--- src/rtl/k007232_mc_pcm_if.sv ---
// Register-bus, sample-ROM and audio-output signals of k007232_mc_pcm.
// master = CPU/ROM/DAC side, slave = the PCM player.
interface k007232_mc_pcm_if #(
    parameter int NCH = 4,
    parameter int AW  = 20
);
    logic                       i_CEN;
    logic                       i_WR;
    logic [$clog2(NCH*8)-1:0]   i_ADDR;
    logic [7:0]                 i_DB;
    logic [7:0]                 i_ROM;
    logic [AW-1:0]              o_SA;
    logic [$clog2(NCH)-1:0]     o_SA_CH;
    logic [NCH*7-1:0]           o_SD;
    logic [NCH-1:0]             o_BUSY;
    logic                       o_IRQ;

    modport master (
        output i_CEN, i_WR, i_ADDR, i_DB, i_ROM,
        input  o_SA, o_SA_CH, o_SD, o_BUSY, o_IRQ
    );

    modport slave (
        input  i_CEN, i_WR, i_ADDR, i_DB, i_ROM,
        output o_SA, o_SA_CH, o_SD, o_BUSY, o_IRQ
    );
endinterface

--- src/rtl/k007232_mc_pcm.sv ---
// NCH-channel 8-bit PCM player sharing one sample ROM through round-robin slots.
// Define K007232_MC_IRQ_EN to enable the end-of-sample interrupt (o_IRQ tied low otherwise).
module k007232_mc_pcm #(
    parameter int NCH = 4,
    parameter int AW  = 20,
    parameter int PW  = 12
) (
    input  logic             mclk,
    input  logic             i_RST,
    k007232_mc_pcm_if.slave  bus
);
    localparam int SW = $clog2(NCH);
    localparam int AD = $clog2(NCH*8);

    typedef enum logic [2:0] {
        REG_RLD_LO = 3'd0,
        REG_RLD_HI = 3'd1,
        REG_ST_LO  = 3'd2,
        REG_ST_MID = 3'd3,
        REG_ST_HI  = 3'd4,
        REG_TRIG   = 3'd5,
        REG_LOOP   = 3'd6,
        REG_KOFF   = 3'd7
    } reg_e;

    logic [PW-1:0]  r_reload [NCH];
    logic [PW-1:0]  r_pre    [NCH];
    logic [AW-1:0]  r_start  [NCH];
    logic [AW-1:0]  r_addr   [NCH];
    logic [6:0]     r_sd     [NCH];
    logic [NCH-1:0] r_loop;
    logic [NCH-1:0] r_active;
    logic [SW-1:0]  r_slot;

    logic [SW-1:0]  w_wr_ch;
    reg_e           w_wr_reg;
    logic           w_wr_hit;
    logic [NCH-1:0] w_sel;
    logic [NCH-1:0] w_trig;
    logic [NCH-1:0] w_koff;
    logic [NCH-1:0] w_eos;
    logic           w_marker;

    // Register decode and per-channel end-of-slot qualifier.
    always_comb begin
        w_wr_ch  = bus.i_ADDR[AD-1:3];
        w_wr_reg = reg_e'(bus.i_ADDR[2:0]);
        w_wr_hit = bus.i_WR && (32'(w_wr_ch) < NCH);
        w_marker = bus.i_ROM[7];
        for (int c = 0; c < NCH; c++) begin
            w_sel[c]  = w_wr_hit && (w_wr_ch == SW'(c));
            w_trig[c] = w_sel[c] && (w_wr_reg == REG_TRIG);
            w_koff[c] = w_sel[c] && (w_wr_reg == REG_KOFF);
            w_eos[c]  = bus.i_CEN && r_active[c] && (r_slot == SW'(c));
        end
    end

    // NOTE: sequential state uses non-blocking assignments so every register samples pre-edge values.
    always_ff @(posedge mclk) begin
        if (i_RST) begin
            r_slot <= '0;
        end else if (bus.i_CEN) begin
            r_slot <= (r_slot == SW'(NCH-1)) ? '0 : r_slot + 1'b1;
        end
    end

    always_ff @(posedge mclk) begin
        if (i_RST) begin
            r_loop   <= '0;
            r_active <= '0;
            // NOTE: these arrays are per-channel flops, not RAM, so resetting them is legal and intended.
            for (int c = 0; c < NCH; c++) begin
                r_reload[c] <= '0;
                r_pre[c]    <= '0;
                r_start[c]  <= '0;
                r_addr[c]   <= '0;
                r_sd[c]     <= '0;
            end
        end else begin
            for (int c = 0; c < NCH; c++) begin
                if (w_sel[c]) begin
                    case (w_wr_reg)
                        REG_RLD_LO: r_reload[c][7:0]     <= bus.i_DB;
                        REG_RLD_HI: r_reload[c][PW-1:8]  <= bus.i_DB[PW-9:0];
                        REG_ST_LO:  r_start[c][7:0]      <= bus.i_DB;
                        REG_ST_MID: r_start[c][15:8]     <= bus.i_DB;
                        REG_ST_HI:  r_start[c][AW-1:16]  <= bus.i_DB[AW-17:0];
                        REG_LOOP:   r_loop[c]            <= bus.i_DB[0];
                        default:    ;
                    endcase
                end

                // A trigger or key-off on this channel replaces its slot processing entirely.
                if (w_trig[c]) begin
                    r_active[c] <= 1'b1;
                    r_addr[c]   <= r_start[c];
                    r_pre[c]    <= r_reload[c];
                end else if (w_koff[c]) begin
                    r_active[c] <= 1'b0;
                end else if (w_eos[c]) begin
                    if (w_marker) begin
                        if (r_loop[c]) begin
                            r_addr[c] <= r_start[c];
                            r_pre[c]  <= r_reload[c];
                        end else begin
                            r_active[c] <= 1'b0;
                        end
                    end else begin
                        r_sd[c] <= bus.i_ROM[6:0];
                        if (&r_pre[c]) begin
                            r_pre[c]  <= r_reload[c];
                            r_addr[c] <= r_addr[c] + 1'b1;
                        end else begin
                            r_pre[c]  <= r_pre[c] + 1'b1;
                        end
                    end
                end
            end
        end
    end

`ifdef K007232_MC_IRQ_EN
    logic [NCH-1:0] r_pend;
    logic           r_irq;

    always_ff @(posedge mclk) begin
        if (i_RST) begin
            r_pend <= '0;
            r_irq  <= 1'b0;
        end else begin
            for (int c = 0; c < NCH; c++) begin
                if (w_trig[c] || w_koff[c]) begin
                    r_pend[c] <= 1'b0;
                end else if (w_eos[c] && w_marker && !r_loop[c]) begin
                    r_pend[c] <= 1'b1;
                end
            end
            r_irq <= |r_pend;
        end
    end

    assign bus.o_IRQ = r_irq;
`else
    assign bus.o_IRQ = 1'b0;
`endif

    assign bus.o_SA    = r_addr[r_slot];
    assign bus.o_SA_CH = r_slot;
    assign bus.o_BUSY  = r_active;

    for (genvar g = 0; g < NCH; g++) begin : g_sd
        assign bus.o_SD[g*7 +: 7] = r_sd[g];
    end
endmodule

--- src/flat_wrapper.sv ---
// flat-port wrapper written by rule: the top's interface ports become plain ports
module k007232_mc_pcm_flat 
#(
    parameter int NCH = 4,
    parameter int AW  = 20,
    parameter int PW  = 12
)
  (mclk, i_RST, bus_i_CEN, bus_i_WR, bus_i_ADDR, bus_i_DB, bus_i_ROM, bus_o_SA, bus_o_SA_CH, bus_o_SD, bus_o_BUSY, bus_o_IRQ);
  k007232_mc_pcm_if #(.NCH(NCH), .AW(AW)) bus_i ();
  input  logic mclk;
  input  logic i_RST;
  input wire logic [$bits(bus_i.i_CEN)-1:0] bus_i_CEN;
  input wire logic [$bits(bus_i.i_WR)-1:0] bus_i_WR;
  input wire logic [$bits(bus_i.i_ADDR)-1:0] bus_i_ADDR;
  input wire logic [$bits(bus_i.i_DB)-1:0] bus_i_DB;
  input wire logic [$bits(bus_i.i_ROM)-1:0] bus_i_ROM;
  output wire logic [$bits(bus_i.o_SA)-1:0] bus_o_SA;
  output wire logic [$bits(bus_i.o_SA_CH)-1:0] bus_o_SA_CH;
  output wire logic [$bits(bus_i.o_SD)-1:0] bus_o_SD;
  output wire logic [$bits(bus_i.o_BUSY)-1:0] bus_o_BUSY;
  output wire logic [$bits(bus_i.o_IRQ)-1:0] bus_o_IRQ;
  assign bus_i.i_CEN = bus_i_CEN;
  assign bus_i.i_WR = bus_i_WR;
  assign bus_i.i_ADDR = bus_i_ADDR;
  assign bus_i.i_DB = bus_i_DB;
  assign bus_i.i_ROM = bus_i_ROM;
  assign bus_o_SA = bus_i.o_SA;
  assign bus_o_SA_CH = bus_i.o_SA_CH;
  assign bus_o_SD = bus_i.o_SD;
  assign bus_o_BUSY = bus_i.o_BUSY;
  assign bus_o_IRQ = bus_i.o_IRQ;
  k007232_mc_pcm #(.NCH(NCH), .AW(AW), .PW(PW)) u_core (.mclk(mclk), .i_RST(i_RST), .bus(bus_i));
endmodule
--- config.mk ---
export PLATFORM = sky130hd
export DESIGN_NAME = k007232_mc_pcm_flat
export DESIGN_NICKNAME = d
export VERILOG_FILES = /design/src/rtl/k007232_mc_pcm_if.sv /design/src/rtl/k007232_mc_pcm.sv /design/src/flat_wrapper.sv
export SDC_FILE = /design/constraint.sdc
export NUM_CORES = 1
export LEC_CHECK = 0
export ABC_AREA = 1
export CAP_MARGIN = 20
export CELL_PAD_IN_SITES_DETAIL_PLACEMENT = 1
export CELL_PAD_IN_SITES_GLOBAL_PLACEMENT = 1
export CORE_AREA = 2 2 213 215
export DETAILED_ROUTE_END_ITERATION = 10
export DIE_AREA = 0 0 215 217
export GPL_TIMING_DRIVEN = 0
export PLACE_DENSITY_LB_ADDON = 0.1
export SETUP_SLACK_MARGIN = 0.5
export SLEW_MARGIN = 20
export SYNTH_ARGS = -nofsm -noshare
export SYNTH_HDL_FRONTEND = slang
export SYNTH_SLANG_ARGS = --single-unit
export TNS_END_PERCENT = 20
--- constraint.sdc ---
create_clock -name mclk -period 2.2 [get_ports mclk]
set_input_delay 0.22 -clock mclk [delete_from_list [all_inputs] [get_ports mclk]]
set_output_delay 0.22 -clock mclk [all_outputs]
set_load 0.01 [all_outputs]
Word level (Yosys, flattened, before mapping)
Memory sizes are Yosys's and may differ from the RTL's. A register that Yosys moved wholly into a read port is not among the register bits. Cells that the tools add are included.

Register bits: 10. RAM bits: 284. Input bits: 25. Output and inout port bits: 55. Word-level logic and storage cells: 394. Memories: 5.

Memory list: u_core.r_addr (words 4, width 20, rd ports 5, clocked after Yosys merged registers in 1, wr ports 4, RTL line k007232_mc_pcm.sv:29) `logic [AW-1:0] r_addr [NCH];`; u_core.r_start (words 4, width 20, rd ports 4, clocked after Yosys merged registers in 0, wr ports 4, RTL line k007232_mc_pcm.sv:28) `logic [AW-1:0] r_start [NCH];`; u_core.r_pre (words 4, width 12, rd ports 4, clocked after Yosys merged registers in 0, wr ports 4, RTL line k007232_mc_pcm.sv:27) `logic [PW-1:0] r_pre [NCH];`; u_core.r_reload (words 4, width 12, rd ports 4, clocked after Yosys merged registers in 0, wr ports 4, RTL line k007232_mc_pcm.sv:26) `logic [PW-1:0] r_reload [NCH];`; u_core.r_sd (words 4, width 7, rd ports 4, clocked after Yosys merged registers in 0, wr ports 4, RTL line k007232_mc_pcm.sv:30) `logic [6:0] r_sd [NCH];`.

Add/sub/neg operators: 9. Equal/unequal tests: 17. Multiplexer cells: 259. Bitwise operators: 52. Reductions and logical operators: 43.

Operators by type and width (number): two-way mux 20 bit (12); two-way mux 1 bit (204); two-way mux 12 bit (16); two-way mux 8 bit (12); adder 20 x 1 -> 20 bit, second input constant (4); OR 1 bit (52); adder 12 x 1 -> 12 bit, second input constant (4); AND reduction 12 bit (4); two-way mux 4 bit (8); two-way mux 7 bit (4); nonzero test 3 bit (8); logical AND 1 bit (20); equality test 3 bit, second input constant (4); inequality test 3 bit, second input constant (4); AND reduction 3 bit (4); equality test 2 bit, second input constant (4); AND reduction 2 bit (4); equality test 3 x 2 -> 1 bit, second input constant (2); two-way mux 2 bit (3); equality test 2 x 1 -> 1 bit, second input constant (2); zero test 2 bit (2); equality test 3 x 1 -> 1 bit, second input constant (1); zero test 3 bit (1); adder 2 x 1 -> 2 bit, second input constant (1).

Longest topological paths before layout
Gate-level depths: netlist (run 1). An unclocked memory read counts as a cell.

Depth in word-level cells: 11. Mapped depth: 13.

Least setup slack after synthesis (run 1)
Ideal clock, no wire load.

Path kind: reg2reg. From: register u_core.r_slot[0], in the netlist u_core.bus.o_SA_CH[0]. To: memory u_core.r_addr[0][0] (enable). Library setup time: 453 ps. Data arrival time: 1880 ps. Data required time: 1747 ps. Slack: -132 ps. Cell stages (with the launch flop): 10. Path buffers: 1. Cell sequence: dfxtp_1 inv_1 ha_1 nand3_1 nor2_1 nand3_1 inv_2 nand3_1 buf_2 nand3_1.

RTL lines: from (decl) (RTL line k007232_mc_pcm.sv:33) `logic [SW-1:0] r_slot;`; from (signal assigned) (RTL line k007232_mc_pcm.sv:63) `r_slot <= (r_slot == SW'(NCH-1)) ? '0 : r_slot + 1'b1;`; to (decl) (RTL line k007232_mc_pcm.sv:29).

==> results.cfg, run 1 <==
[yosys]
synthFlopType = edfxtp_1
yosysSeqAreaShare = 0.569
synth_top_family_by_area = simple AND/OR/NAND/NOR gates
yosys.area_share.simple = 0.268
async_flop_share = 0
ys_warn_count = 0
synth_mux_area_frac = 0
synth_top_area_share = 0.553
synth_compound_area_frac = 0.0592
synth_top_area_cell = edfxtp_1
synth.cell_area_um2 = 15400
synth_seq_cells = 296
yosysMostFrequentCell = nand2_1
synth_xor_area_frac = 0.0460
synthAdderAreaFrac = 0.00974
yosys-top-cells-count = nand2_1 (409), nor2_1 (362), edfxtp_1 (284), nand3_1 (160), inv_1 (104)
ys_types = 40
ys_top_cells_by_area = edfxtp_1 (55%), nand2_1 (10%), nor2_1 (8.8%)
avgSynthCellArea_um2 = 8.97
syn_nets = 1755
syn_inst = 1718
synth_edf_count = 284

[floorplan]
core_um2 = 44700
die_h_um = 217
start_util = 0.345
io_pins = 80
row_count = 78
dieArea_um2 = 46700
die_width_um = 215

[setup_path]
r2r_start = u_core.r_pre[2][1]
critPathCapture = bus_o_SA[2]
reg2reg_slack_ns = 0.21
r2r_cells = 10
reg2reg_to = u_core.r_addr[2][5]
critPathSlowestCell = dfxtp_4
path_delay_family = compound AO/OA/AOI/OAI gates
worst-setup-path-type = flip-flop to output port
worst_path_largest_cell_delay_ns = 0.37
critPathBufInv = 2
critPathRequiredTime_ns = 1.98
critPathMaxFanout = 6
cp-start-kind = flip-flop
endpoint_kind = output port
path_depth = 4
crit_chain = clkbuf_16 > o21ai_0 > o22ai_2 > buf_2
crit_arrival_ns = 1.79

[hold_path]
hold_class = input pin to flip-flop
min_from = i_RST

[route]
drt-met1-wl_um = 24300
wl_per_cell_um = 21.1
wl_um = 54000
wl_met2_um = 25400
drtIter0Drc = 943
wl_met3_um = 2820
via_per_inst = 5.07
ant_nets = 0
topRoutingLayerUsed = met4
drc_errors = 0
drt_pre_antenna_iters = 5
via_count = 12980

[global_routing]
grt_pass1_wl_um = 80200
grt_max_degree = 15
grt.total_usage = 0.228
antenna_found_initial = 0
grt_pass1_vias = 13055
overflow = 0

[timing]
fin_crit_ns = 2.01
fin_skew_ns = 0.0187
whs_ns = -0.00532
relSlewSlack = 0.244
fmax_mhz = 497
tightest_slew_ns = 1.13
rsz0062_at_grt = yes
slew_viol_final = 0
fin_crit_sh = 0.915
fin_setup_tns_ns = 0
hold_viol = 1
finalSetupViolCount = 0

[run_status]
violations = negative hold slack
outcome = finished, violations left

[finish]
drive_gt1_frac = 0.197
syn_to_final_growth_pct = 29.8
final_net_count = 1967
n_fill_cell = 5173
fin_area_um2 = 20000
diodes = 0
utilization = 0.448

[clock_network]
insertion_delay_ns = 0.56
cts_buffers = 38
path_clk_slew_ns = 0.06
htreeDepth = 2
cts.sinks = 296
cts_root_buf = clkbuf_16
cts_buffer_depth = 3
cts_tree = built

[placed_design]
globalplace.congestion = 0.856
dpl.hpwl_um = 37700
placed_area_um2 = 17100
io_buffer_count = 77

[power_and_ir_drop]
p_leak_nw = 7.68
power.density_nw_per_um2 = 690
irDropWorstVdd_v = 0.000455

[run]
max_cap_viol_count = 0
-- timing repair --
item / 4_1_cts / 5_1_grt
setup buffers: 24 / 51
endpoints found under the setup margin: 537 / 539
hold endpoints to repair: 6 / 3
pin swaps: 17 / 29
gates cloned: 13 / 4
hold buffers: 1 / 1
gates resized for setup: 294 / 93
-- state kept, by name, summed over array words and instances, names as in the netlist, named ones only --
name                flops
u_core.bus.o_BUSY       4
u_core.r_loop           4
u_core.r_sd            28
u_core.r_pre           48
u_core.bus.o_SA_CH      2
u_core.r_addr          80
u_core.r_reload        48
u_core.r_start         80
-- layout by cell type (no fill, tap or decap), types with 13 or more instances in the layout --
| cell | Yosys | final |
|---|---|---|
| nand2_1 | 409 | 390 |
| nor2_1 | 362 | 324 |
| edfxtp_1 | 284 | 284 |
| nand3_1 | 160 | 150 |
| inv_1 | 104 | 99 |
| buf_4 | 13 | 84 |
| clkdlybuf4s50_1 | 0 | 53 |
| xor2_1 | 48 | 48 |
| clkbuf_16 | 0 | 42 |
| o21ai_0 | 82 | 41 |
| o21ai_1 | 19 | 35 |
| xnor2_1 | 33 | 33 |
| buf_2 | 15 | 32 |
| nor2_4 | 6 | 32 |
| o21ai_2 | 9 | 32 |
| a21oi_1 | 31 | 27 |
| clkbuf_1 | 25 | 20 |
| nor2_2 | 7 | 19 |
| nand3_4 | 0 | 15 |
| nand2_4 | 1 | 14 |
| nand4_1 | 13 | 13 |
-- stage by stage --
stage | setup WS (ns) | power [mW] | std cells
after global placement | -1.16 | 7.61 | 2395
final | 0.187 | 13.8 | 2560
after detailed placement | -0.769 | 7.63 | 2396
after floorplan | 0.301 | 7.10 | 1718
after CTS | 0.159 | 13.8 | 2504
after global routing | 0.0955 | 14.3 | 2560
-- metal layers --
layer  GRT usage  up-vias
li1            -     6202
met1       0.301     6389
met2       0.380      311
met3      0.0433       78
met4      0.0701        0
met5           0        -
-- power breakdown --
part           internal [mW]  switching [mW]
combinational          0.416           0.741
sequential              6.41           0.185
clock                   3.47            2.60
total                   10.3            3.53
-- how the worst min path moves through the flow --
stage,slack (ns),endpoint,depth (start not counted)
2_1_floorplan,0.41,u_core.bus.o_SA_CH[1],2
3_3_place_gp,0.47,u_core.r_loop[3],2
3_5_place_dp,0.48,u_core.r_loop[3],2
4_1_cts,-0.05,u_core.bus.o_BUSY[0],2
5_1_grt,0.01,u_core.bus.o_BUSY[3],2
6_report,-0.005,u_core.bus.o_BUSY[3],2
-- area by class of cell --
| class | instances | area [µm²] | share of cell area |
|---|---|---|---|
| inverters | 111 | 469 | 0.0234 |
| repair buffers | 161 | 1430 | 0.0714 |
| flip-flops and latches | 296 | 8780 | 0.439 |
| repair inverters | 1 | 11.3 | 0.000563 |
| clock inverters | 25 | 204 | 0.0102 |
| multi-input cells | 1260 | 6830 | 0.341 |
| clock buffers | 45 | 987 | 0.0493 |
| well taps | 600 | 751 | 0.0375 |
| plain buffers | 61 | 557 | 0.0278 |
-- cells by family after synthesis --
family	count (synthesis)
AO/OA/AOI/OAI	166
XOR/XNOR	81
adder cells (fa/ha/maj)	12
buffers and inverters	172
flip-flops	296
other	1
AND/OR/NAND/NOR	990
Power figures use the tool's default switching activity.
==> run 2: changes to the inputs <==
--- a/config.mk
+++ b/config.mk
@@ -9,9 +9,9 @@
 export CAP_MARGIN = 20
 export CELL_PAD_IN_SITES_DETAIL_PLACEMENT = 1
 export CELL_PAD_IN_SITES_GLOBAL_PLACEMENT = 1
-export CORE_AREA = 2 2 213 215
+export CORE_AREA = 2 2 181 254
 export DETAILED_ROUTE_END_ITERATION = 10
-export DIE_AREA = 0 0 215 217
+export DIE_AREA = 0 0 183 256
 export GPL_TIMING_DRIVEN = 0
 export PLACE_DENSITY_LB_ADDON = 0.1
 export SETUP_SLACK_MARGIN = 0.5
==> run 2 against run 1 <==
- the run now ends clean
- final cell count fell by 0.82%
- core utilization rose by 1.6 points
- via count fell by 0.20%
- design area rose by 3.4%
- hold slack improved by 0.047 ns
- routed wire length fell by 0.70%
- clock-buffer cell count fell by 7
- clock power fell by 10%
- sequential power barely moved
- critical path depth rose by 2
- critical path type unchanged
- critical endpoint is now bus_o_SA[9]
- highest routed layer unchanged
==> results.cfg, run 2 (same netlist as run 1, synthesis figures left out) <==
[timing]
tightest_slew_ns = 1.10
relSlewSlack = 0.269
hold_viol = 0
fin_skew_ns = 0.0271
fin_crit_ns = 1.98
slew_viol_final = 0
finalSetupViolCount = 0
fin_crit_sh = 0.901
fin_setup_tns_ns = 0
fmax_mhz = 505
rsz0062_at_grt = yes

[run_status]
outcome = finished, final reports clean

[finish]
diodes = 0
largestRegisters = u_core.r_addr x80, u_core.r_start x80
layout_commonest_cell = nand2_1
final_net_count = 1989
drive_gt1_frac = 0.231
syn_to_final_growth_pct = 34.3
n_fill_cell = 5056
layout_common_cells = nand2_1 (376), nor2_1 (320), edfxtp_1 (284), nand3_1 (136), inv_1 (89)

[setup_path]
endpoint_kind = output port
crit_arrival_ns = 1.76
critPathMaxFanout = 6
critPathBufInv = 4
worst_path_largest_cell_delay_ns = 0.38
crit_top_cell = clkbuf_16
worst-setup-path-type = flip-flop to output port
path_delay_family = buffers and inverters
critPathSlowestCell = dfxtp_4
crit_chain = clkbuf_16 > clkinv_8 > clkbuf_16 > o21ai_4 > o22ai_1 > buf_2
cp-start-kind = flip-flop
critPathRequiredTime_ns = 1.98

[floorplan]
io_pins = 80
start_util = 0.345
die_width_um = 183
core_um2 = 44700
dieArea_um2 = 46800
die_h_um = 256
row_count = 92

[route]
via_per_inst = 5.10
wl_per_cell_um = 21.1
via_count = 12954
ant_nets = 0
drt_pre_antenna_iters = 5
drtIter0Drc = 701
wl_um = 53600
drc_errors = 0

[hold_path]
hold_class = input pin to flip-flop

[placed_design]
dpl.hpwl_um = 37900
globalplace.congestion = 0.878
io_buffer_count = 77

[power_and_ir_drop]
power.density_nw_per_um2 = 639
irDropWorstVdd_v = 0.000412
p_leak_nw = 7.84
power.total_mw = 13.2

[global_routing]
antenna_found_initial = 0
overflow = 0
grt_max_degree = 15
grt.total_usage = 0.223
grt_pass1_wl_um = 79500
grt_pass1_vias = 13519

[clock_network]
cts_buffers = 34
insertion_delay_ns = 0.55
cts.sinks = 296
cts_tree = built
cts_root_buf = clkbuf_16
cts_buffer_depth = 3
path_clk_slew_ns = 0.06
htreeDepth = 2

[run]
max_cap_viol_count = 0
[run 2: cell count changes in the layout (fill, tap and decap cells not counted), moves of 8 or more]
| cell | previous run | this run |
|---|---|---|
| nand2_1 | 390 | 376 |
| nand3_1 | 150 | 136 |
| o21ai_4 | 2 | 16 |
| nand3_4 | 15 | 27 |
| inv_1 | 99 | 89 |
| buf_6 | 7 | 16 |
| nand2_8 | 3 | 11 |
[run 2: cell type report]
cell class / count / area (µm²) / area share
clock buffer: 38 / 866 / 0.0418
timing repair inverter: 1 / 16.3 / 0.000786
timing repair buffer: 181 / 1700 / 0.0821
tap: 564 / 706 / 0.0341
clock inverter: 21 / 175 / 0.00846
buffer: 61 / 616 / 0.0297
inverter: 111 / 473 / 0.0228
sequential: 296 / 8780 / 0.424
multi-input combinational: 1266 / 7370 / 0.356
[run 2: routing by layer]
layer	up-vias	global-route usage	part of all wire
met5	-	0	0
met4	0	0.0873	0.040
met3	113	0.0266	0.033
met2	274	0.406	0.52
met1	6319	0.264	0.40
li1	6248	-	-
[run 2: worst paths after layout]
check	from	to	slack (ns)	depth (start not counted)
worst max-delay path	flip-flop	bus_o_SA[9]	0.22	6
worst min-delay path	i_RST	u_core.bus.o_SA_CH[0]	0.04	2
worst min register to register	u_core.r_loop[3]	u_core.r_loop[3]	0.48	2
worst max register to register	u_core.bus.o_SA_CH[1]	u_core.r_pre[0][9]	0.27	12
[run 2: through the flow]
step / instance area (µm²) / util / instances / setup WS, ns / hold slack (ns)
finish: 20700 / 0.464 / 2539 / 0.218 / 0.0421
global route: 20700 / 0.464 / 2539 / 0.182 / 0.0563
CTS: 19300 / 0.432 / 2468 / 0.239 / 0.0365
detailed placement: 17000 / 0.381 / 2359 / -0.906 / 0.474
global placement: 17000 / 0.381 / 2359 / -1.16 / 0.459
floorplan: 15500 / - / 1718 / 0.301 / 0.409
[run 2: what timing repair did]
item | 4_1_cts | 5_1_grt
hold endpoints to repair | 2 | 0
pin swaps | 25 | 55
hold buffers | 2 | 0
endpoints found under the setup margin | 539 | 515
resized for setup | 312 | 204
cloned | 16 | 11
buffers inserted | 32 | 60
[run 2: power breakdown]
part | total (mW) | switching [mW] | internal, mW | leakage (nW)
Sequential | 6.60 | 0.198 | 6.41 | 2.97
Combinational | 1.19 | 0.747 | 0.443 | 4.38
Clock | 5.44 | 2.35 | 3.08 | 0.499
Total | 13.2 | 3.30 | 9.93 | 7.84
==> run 3: changes to the inputs <==
--- a/config.mk
+++ b/config.mk
@@ -5,13 +5,12 @@
 export SDC_FILE = /design/constraint.sdc
 export NUM_CORES = 1
 export LEC_CHECK = 0
-export ABC_AREA = 1
 export CAP_MARGIN = 20
 export CELL_PAD_IN_SITES_DETAIL_PLACEMENT = 1
 export CELL_PAD_IN_SITES_GLOBAL_PLACEMENT = 1
-export CORE_AREA = 2 2 181 254
+export CORE_AREA = 2 2 177 249
 export DETAILED_ROUTE_END_ITERATION = 10
-export DIE_AREA = 0 0 183 256
+export DIE_AREA = 0 0 179 251
 export GPL_TIMING_DRIVEN = 0
 export PLACE_DENSITY_LB_ADDON = 0.1
 export SETUP_SLACK_MARGIN = 0.5
==> run 3 against run 2 <==
- sequential power is essentially flat
- final cell count shrank 20%
- core utilization shrank 0.23 points
- critical endpoint is now bus_o_SA[0]
- largest cell class unchanged
- highest routed layer unchanged
==> results.cfg, run 3 <==
[yosys]
synth_top_area_share = 0.577
synth.cell_area_um2 = 14800
syn_nets = 1245
yosysSeqAreaShare = 0.594
ys_types = 62
ys_top_cells_by_area = edfxtp_1 (58%), and2_1 (6.9%), xnor2_1 (3.4%)
synth_top_family_by_area = simple AND/OR/NAND/NOR gates
synth_top_area_cell = edfxtp_1
synth_compound_area_frac = 0.0879
ys_warn_count = 0
avgSynthCellArea_um2 = 12.2
synthAdderAreaFrac = 0.0102
yosys.area_share.simple = 0.185
yosysMostFrequentCell = edfxtp_1
async_flop_share = 0
synthFlopType = edfxtp_1
yosys-top-cells-count = edfxtp_1 (284), and2_1 (164), nand2_1 (119), o21ai_0 (78), nor2_1 (62)
synth_mux_area_frac = 0.0346
synth_xor_area_frac = 0.0658
synth_seq_cells = 296
syn_inst = 1208
synth_edf_count = 284

[floorplan]
row_count = 90
die_h_um = 251
core_um2 = 42700
dieArea_um2 = 44900
start_util = 0.346
die_width_um = 179
io_pins = 80

[placed_design]
globalplace.congestion = 0.831
io_buffer_count = 73
dpl.hpwl_um = 33100
placed_area_um2 = 16300
dp_cells = 1841

[clock_network]
cts_tree = built
cts_buffers = 30
insertion_delay_ns = 0.58
cts.sinks = 296
cts_buffer_depth = 3
cts_hold_buf = 0
path_clk_slew_ns = 0.07
cts_root_buf = clkbuf_16
htreeDepth = 1

[timing]
relSlewSlack = 0.267
fin_skew_ns = 0.0160
fin_crit_ns = 2.12
slew_viol_final = 0
rsz0062_at_grt = yes
tightest_slew_ns = 1.10
fin_crit_sh = 0.962
hold_viol = 0
finalSetupViolCount = 0
fmax_mhz = 473

[global_routing]
grt_max_degree = 15
grt_pass1_vias = 11278
overflow = 0
grt_pass1_wl_um = 71000
grt.total_usage = 0.215
antenna_found_initial = 0

[setup_path]
cp-start-kind = flip-flop
critPathRequiredTime_ns = 1.98
worst-setup-path-type = flip-flop to output port
critPathMaxFanout = 5
endpoint_kind = output port
crit_arrival_ns = 1.90

[finish]
layout_commonest_cell = edfxtp_1
diodes = 0
regArea_um2 = 8780
n_fill_cell = 4425
utilization = 0.461
layout_common_cells = edfxtp_1 (284), and2_1 (160), buf_4 (120), nand2_1 (111), xnor2_1 (56)
drive_gt1_frac = 0.283
largestRegisters = u_core.r_addr x80, u_core.r_start x80
final_net_count = 1507
fin_area_um2 = 19700
syn_to_final_growth_pct = 33.3
final_cells = 2043
multiInputGateArea_um2 = 6500

[route]
wl_met2_um = 25700
ant_nets = 0
drt_pre_antenna_iters = 5
wl_met3_um = 1630
via_count = 10588
drc_errors = 0
drt-met1-wl_um = 19300
topRoutingLayerUsed = met4
via_per_inst = 5.18
drtIter0Drc = 533
wl_um = 48300
wl_per_cell_um = 23.7

[power_and_ir_drop]
power.total_mw = 13.3
power.density_nw_per_um2 = 678
p_leak_nw = 7.12
irDropWorstVdd_v = 0.000410

[run]
max_cap_viol_count = 0

[run_status]
outcome = finished, final reports clean

[hold_path]
hold_class = input pin to flip-flop
[run 3: cell count changes after synthesis, sizes merged, moves of 21 or more]
| cell | before | now |
|---|---|---|
| nor2 | 375 | 62 |
| nand2 | 415 | 119 |
| and2 | 0 | 164 |
| nand3 | 165 | 51 |
| inv | 110 | 18 |
| a22o | 0 | 47 |
| a21oi | 31 | 5 |
| xnor2 | 33 | 57 |
| o21ai | 110 | 89 |
[run 3: path summary, 6_finish.rpt]
kind / startpoint / end / slack, ns / cells after the start
worst min-delay path: bus_i_ROM[7] / u_core.bus.o_BUSY[1] / 0.04 / 4
worst min register to register: u_core.r_start[0][61] / u_core.r_addr[3][1] / 0.51 / 2
worst max-delay path: flip-flop / bus_o_SA[0] / 0.08 / 4
worst max register to register: u_core.r_pre[3][0] / u_core.r_addr[3][15] / 0.13 / 8
[run 3: per-layer routing]
layer	vias to the layer above	GRT usage
li1	4992	-
met1	5317	0.255
met2	204	0.393
met3	75	0.0292
met4	0	0.0741
met5	-	0
[run 3: report_power, final]
group	switching [mW]	internal, mW
clock network	2.25	3.48
registers	0.167	6.40
logic	0.584	0.461
total	3.00	10.3
[run 3: logic make-up (layout without fill, tap and decap cells)]
family / after synthesis / after routing
AOI/OAI and AO/OA: 185 / 185
muxes: 26 / 26
and+or+nand+nor: 507 / 512
xor gates and xnor gates: 111 / 111
other: 1 / 1
adders and majority gates: 12 / 12
buffers and inverters: 70 / 348
DFF: 296 / 296
[run 3: what timing repair did]
| action | CTS | global route |
|---|---|---|
| cloned | 10 | 3 |
| gates resized for setup | 228 | 153 |
| setup buffers | 66 | 70 |
| pin swaps | 19 | 51 |
| setup endpoints to repair | 582 | 591 |
[run 3: worst max-delay path, stage by stage, from the launching register on]
cell,delay (ns)
dfxtp_4,0.37
buf_12,0.13
buf_12,0.12
mux4_2,0.56
buf_6,0.15
[run 3: area by class of cell]
type                       count  share of cell area
clock inverter                20              0.0151
multi-input combinational    847               0.330
timing repair buffer         225               0.108
clock buffer                  33              0.0398
buffer                        52              0.0217
tap                          552              0.0351
inverter                      18             0.00432
sequential                   296               0.446
[run 3: per-stage QoR]
stage	setup TNS (ns)	hold WS, ns	setup WS (ns)
after floorplan	-3.63	0.356	-0.168
after global placement	-360.70	0.503	-1.73
after detailed placement	-312.70	0.498	-1.23
after CTS	0	0.00567	0.0546
after global routing	0	0.0570	0.0358
final	0	0.0406	0.0846
